--- src/rtl/logic_unit_pkg.sv ---
// Shared encodings for the multi-cycle logic unit: opcode values and FSM states.
package logic_unit_pkg;

    localparam logic [1:0] OP_AND = 2'b00;
    localparam logic [1:0] OP_OR  = 2'b01;
    localparam logic [1:0] OP_XOR = 2'b10;
    localparam logic [1:0] OP_NOR = 2'b11;

    typedef enum logic [1:0] {
        ST_IDLE = 2'd0,
        ST_BUSY = 2'd1,
        ST_DONE = 2'd2
    } state_e;

endpackage

--- src/rtl/logic_slice.sv ---
// Combinational CHUNK-wide bitwise operator; one chunk of the datapath per cycle.
module logic_slice
    import logic_unit_pkg::*;
#(
    parameter int CHUNK = 8
) (
    input  logic [CHUNK-1:0] a,
    input  logic [CHUNK-1:0] b,
    input  logic [1:0]       op,
    output logic [CHUNK-1:0] y
);

    always_comb begin
        case (op)
            OP_AND:  y = a & b;
            OP_OR:   y = a | b;
            OP_XOR:  y = a ^ b;
            default: y = ~(a | b);
        endcase
    end

endmodule

--- src/rtl/logic_unit_seq.sv ---
// Multi-cycle AND/OR/XOR/NOR unit: one CHUNK per cycle, valid/ready in and out, zero flag.
module logic_unit_seq
    import logic_unit_pkg::*;
#(
    parameter int WIDTH = 32,
    parameter int CHUNK = 8
) (
    input  logic             clk,
    input  logic             rst,
    input  logic             in_valid,
    output logic             in_ready,
    input  logic [WIDTH-1:0] a,
    input  logic [WIDTH-1:0] b,
    input  logic [1:0]       op,
    output logic             out_valid,
    input  logic             out_ready,
    output logic [WIDTH-1:0] result,
    output logic             zero,
    output logic             busy
);

    localparam int NCHUNK = WIDTH / CHUNK;
    localparam int IDXW   = (NCHUNK > 1) ? $clog2(NCHUNK) : 1;
    localparam logic [IDXW-1:0] LAST = IDXW'(NCHUNK - 1);

    if (WIDTH % CHUNK != 0) begin : g_bad_chunk
        $error("logic_unit_seq: WIDTH must be a multiple of CHUNK");
    end

    state_e                       state_q;
    logic [NCHUNK-1:0][CHUNK-1:0] a_q, b_q, res_q;
    logic [1:0]                   op_q;
    logic [IDXW-1:0]              idx_q;
    logic                         zacc_q;
    logic [CHUNK-1:0]             a_sel, b_sel, y_chunk;
    logic                         accept;

    // Explicit compare-mux keeps the index width independent of NCHUNK.
    always_comb begin
        a_sel = '0;
        b_sel = '0;
        for (int i = 0; i < NCHUNK; i++) begin
            if (idx_q == IDXW'(i)) begin
                a_sel = a_q[i];
                b_sel = b_q[i];
            end
        end
    end

    logic_slice #(.CHUNK(CHUNK)) u_slice (
        .a  (a_sel),
        .b  (b_sel),
        .op (op_q),
        .y  (y_chunk)
    );

    assign in_ready  = !rst && ((state_q == ST_IDLE) || (state_q == ST_DONE && out_ready));
    assign accept    = in_valid && in_ready;
    assign out_valid = (state_q == ST_DONE);
    assign busy      = (state_q == ST_BUSY);
    assign zero      = (state_q == ST_DONE) && zacc_q;
    assign result    = res_q;

    always_ff @(posedge clk) begin
        if (rst) begin
            state_q <= ST_IDLE;
            a_q     <= '0;
            b_q     <= '0;
            op_q    <= OP_AND;
            idx_q   <= '0;
            res_q   <= '0;
            zacc_q  <= 1'b0;
        end else begin
            case (state_q)
                ST_IDLE, ST_DONE: begin
                    // A DONE-state accept also retires the pending result (back-to-back).
                    if (accept) begin
                        a_q     <= a;
                        b_q     <= b;
                        op_q    <= op;
                        idx_q   <= '0;
                        res_q   <= '0;
                        zacc_q  <= 1'b1;
                        state_q <= ST_BUSY;
                    end else if (state_q == ST_DONE && out_ready) begin
                        state_q <= ST_IDLE;
                    end
                end
                ST_BUSY: begin
                    for (int i = 0; i < NCHUNK; i++) begin
                        if (idx_q == IDXW'(i)) res_q[i] <= y_chunk;
                    end
                    if (y_chunk != '0) zacc_q <= 1'b0;
                    if (idx_q == LAST) begin
                        idx_q   <= '0;
                        state_q <= ST_DONE;
                    end else begin
                        idx_q <= idx_q + 1'b1;
                    end
                end
                default: state_q <= ST_IDLE;
            endcase
        end
    end

endmodule

--- config.mk ---
export PLATFORM = sky130hd
export DESIGN_NAME = logic_unit_seq
export DESIGN_NICKNAME = d
export VERILOG_FILES = /design/src/rtl/logic_unit_pkg.sv /design/src/rtl/logic_slice.sv /design/src/rtl/logic_unit_seq.sv
export SDC_FILE = /design/constraint.sdc
export NUM_CORES = 1
export LEC_CHECK = 0
export CAP_MARGIN = 20
export CORE_MARGIN = 5
export CORE_UTILIZATION = 55
export DETAILED_ROUTE_END_ITERATION = 8
export PLACE_DENSITY = 0.86
export SLEW_MARGIN = 20
export SYNTH_ARGS = -nofsm -noshare
export SYNTH_HDL_FRONTEND = slang
export SYNTH_SLANG_ARGS = --single-unit
export TNS_END_PERCENT = 5
--- constraint.sdc ---
create_clock -name clk -period 4.4 [get_ports clk]
set_clock_uncertainty 0.1 [all_clocks]
set_input_delay 0.44 -clock clk [delete_from_list [all_inputs] [get_ports clk]]
set_output_delay 0.44 -clock clk [all_outputs]
set_load 0.02 [all_outputs]
==> summary.txt <==
Setup path
  – Maximum net fanout on the critical path: 30
  – Kind of start point of the critical path: register
  – Data arrival time at the worst-slack endpoint: 3800 ps
  – WP data required: about 4600 ps
  – Nature of the critical path endpoint: register
  – Kind of critical path: reg -> reg

Yosys
  – Sequential fraction of the synthesis area: ~42%
  – Yosys warning count: 0
  – Cell count after synthesis: 647
  – Register bit total from synthesis: around 100
  – Number of nets in the synthesized netlist: ~740
  – Synthesized area divided by synthesized cell count: around 7.6 um2
  – Number of distinct library cells after synthesis: 34
  – Post-synthesis instance area: 4900 um2

GRT
  – Vias in the first global route: between 4,000 and 5,000
  – Initial antenna violation count: 0
  – Wire length of the first global-routing pass: roughly 21,000 um
  – Largest net degree at the start of global routing: 95
  – Global-route congestion overflow total: 0
  – GRT Util Overall: between 20% and 30%

Placement
  – Dpl hpwl: between 8000 and 9000 um
  – GP Congestion: 0.831
  – Port-buffer cells: around 110
  – Pre-CTS setup slack: about 950 ps
  – Placed instance count: approximately 810

Finish
  – Commonest non-fill, non-tap cell in the layout: sky130_fd_sc_hd__nand2_1
  – Number of standard cells in the final layout excluding fillers: 830
  – ANT cells: 0
  – Commonest cells after routing, fill and taps aside: sky130_fd_sc_hd__nand2_1, sky130_fd_sc_hd__clkdlybuf4s50_1, sky130_fd_sc_hd__dfxtp_1
  – Finished Core Util: a little over two thirds
  – Layout area overhead: 25.0%
  – Layout cells sized above 1: under 10%
  – Nets: approximately 810

Flow run
  – # Max-Cap Violations: 0

STA
  – Post-route fraction of the period consumed by the critical path: 80.9%
  – Setup repair after global routing missed its margin: no
  – Accumulated negative setup slack: 0 ps
  – Final Hold Viols: 0
  – Worst Max-Slew Pin Slew: about 980 ps
  – Least setup slack across all paths after layout: between 800 and 900 ps
  – Setup violations, final: 0
  – Worst-case headroom to the max-slew limit: about a third
  – Min Clock Period, post-route: 3560 ps
  – Pins over their slew limit: 0
  – Max Freq: about 280 MHz

Detailed routing
  – Vias after detailed routing: around 4,700
  – Post-detailed-route count of antenna-violating nets: 0
  – DRT iter0 DRCs: 290
  – Total wire length: ~13,000 um
  – Routed length per instance: 15.4 um
  – Routed via count divided by cell count: about 5.7
  – Drt drc: 0
  – Drt first pass iters: 5

CTS
  – Setup repair bufs after CTS: 0
  – Number of buffers inserted for hold repair after clock tree synthesis: 0
  – Clock Sink Count: around 100
  – Source-to-sink clock delay at the later pin of the worst-skew pair: 380 ps
  – Buffer depth of the longest clock path: 2
  – Total CTS buffers: 9
  – Max H-tree Level: 3
  – TritonCTS clock tree: built
  – Total of cells resized after clock tree synthesis: 0
  – Clock root cell: sky130_fd_sc_hd__clkbuf_8
  – Clock-pin slew on the worst setup and hold paths: ~110 ps

Power and ir drop
  – Portion of total power attributed to combinational logic: ~19%
  – Cell internal pwr: about 1.5 mW
  – Worst vdd ir: 0.197 mV
  – Pwr/cell area: ~340 nW/um2
  – P_leak: ~2.7 nW
  – Net switching power figure: 0.610 mW
  – Sw Ratio: 29.4%
  – Part of the power in the clock network: 30.5%
  – Sequential share of power: around 50%

Floorplan
  – Number of top-level design ports: about 110
  – Starting Density: around 56%
  – Chip height: 104 um
  – Die area: between 10,000 and 15,000 um2
  – Die W: 104 um
  – Floorplan row count: 34
  – Core Footprint: between 8000 and 9000 um2

Hold path
  – Worst hold path class: reg -> reg

Run status
  – Run status: finished, final reports clean
[registers in the layout (all words and copies together) (netlist names)]
register / flops
result: 32
zacc_q: 1
state_q: 2
idx_q: 2
b_q: 32
op_q: 2
a_q: 32
[final cells by class]
class | instances | area (um2)
multi-input combinational | 486 | 2590
timing repair buffer | 113 | 1110
tap | 108 | 135
fill | 689 | 2590
sequential | 103 | 2060
clock inverter | 6 | 72.6
inverter | 4 | 15.0
clock buffer | 10 | 138
[critical path, cell delays in order, from the launching register on]
cell	delay (ps)
sky130_fd_sc_hd__dfxtp_1	350
sky130_fd_sc_hd__inv_1	100
sky130_fd_sc_hd__ha_1	810
sky130_fd_sc_hd__nand3b_1	200
sky130_fd_sc_hd__a21oi_1	110
sky130_fd_sc_hd__a21oi_1	200
sky130_fd_sc_hd__nor2_1	80
sky130_fd_sc_hd__a21oi_1	140
sky130_fd_sc_hd__ha_1	240
sky130_fd_sc_hd__mux2_1	280
sky130_fd_sc_hd__a21oi_1	490
sky130_fd_sc_hd__and4_1	280
sky130_fd_sc_hd__a31o_1	130
[cells in the mapped netlist, drive strengths merged]
cell | number | area [um2]
a211oi | 6 | 45.0
a21o | 16 | 120
a21oi | 66 | 338
a22oi | 1 | 7.51
a2bb2oi | 1 | 8.76
a31o | 1 | 8.76
a31oi | 1 | 6.26
and2 | 3 | 18.8
and4 | 1 | 8.76
and4bb | 1 | 12.5
buf | 24 | 130
clkbuf | 30 | 113
dfxtp | 103 | 2060
ha | 20 | 250
inv | 4 | 15.0
mux2 | 7 | 78.8
nand2 | 161 | 604
nand2b | 8 | 50.1
nand3 | 94 | 470
nand3b | 16 | 120
nor2 | 49 | 186
nor2b | 4 | 25.0
nor3 | 2 | 10.0
nor4b | 1 | 15.0
o21a | 21 | 158
o21ai | 3 | 15.0
o31ai | 2 | 15.0
or4b | 1 | 10.0
[power groups by stage]
| stage | Sequential [mW] | Clock, mW | Combinational [mW] |
|---|---|---|---|
| 2_1_floorplan | 1.04 | 0 | 0.263 |
| 4_1_cts | 1.04 | 0.635 | 0.399 |
| 3_3_place_gp | 1.06 | 0 | 0.381 |
| 6_report | 1.04 | 0.632 | 0.400 |
| 3_5_place_dp | 1.06 | 0 | 0.395 |
| 5_1_grt | 1.05 | 0.677 | 0.445 |
[worst paths after layout]
kind,startpoint,slack [ps],cells after the start,end
hold / removal,result[25],360,2,result[25]
hold reg to reg,result[25],360,2,result[25]
setup / recovery,idx_q[1],840,12,zacc_q
setup reg to reg,idx_q[1],840,12,zacc_q
[per-stage QoR]
stage / power [mW] / area, um2 / hold slack [ps]
after floorplan: 1.31 / 4900 / 334
after global placement: 1.44 / 5920 / 341
after detailed placement: 1.45 / 5920 / 347
after CTS: 2.07 / 6130 / 360
after global routing: 2.17 / 6130 / 377
final: 2.07 / 6130 / 356
[cell families (layout without fill, tap and decap cells)]
group / after synthesis / in the layout / share of synthesized area [%]
compound gates: 118 / 118 / 14.7
fa+ha+maj: 20 / 20 / 5.10
buf+inv: 58 / 133 / 5.26
flops: 103 / 103 / 42.1
mux: 7 / 7 / 1.61
simple gates: 341 / 341 / 31.2
[layer usage]
layer	up-vias	part of all wire [%]	GRT usage, %
met5	-	0	0
met4	0	2.5	7.59
met3	33	4.9	5.52
met2	132	50	41.2
met1	2226	42	27.2
li1	2312	-	-
Power figures use the tool's default switching activity.
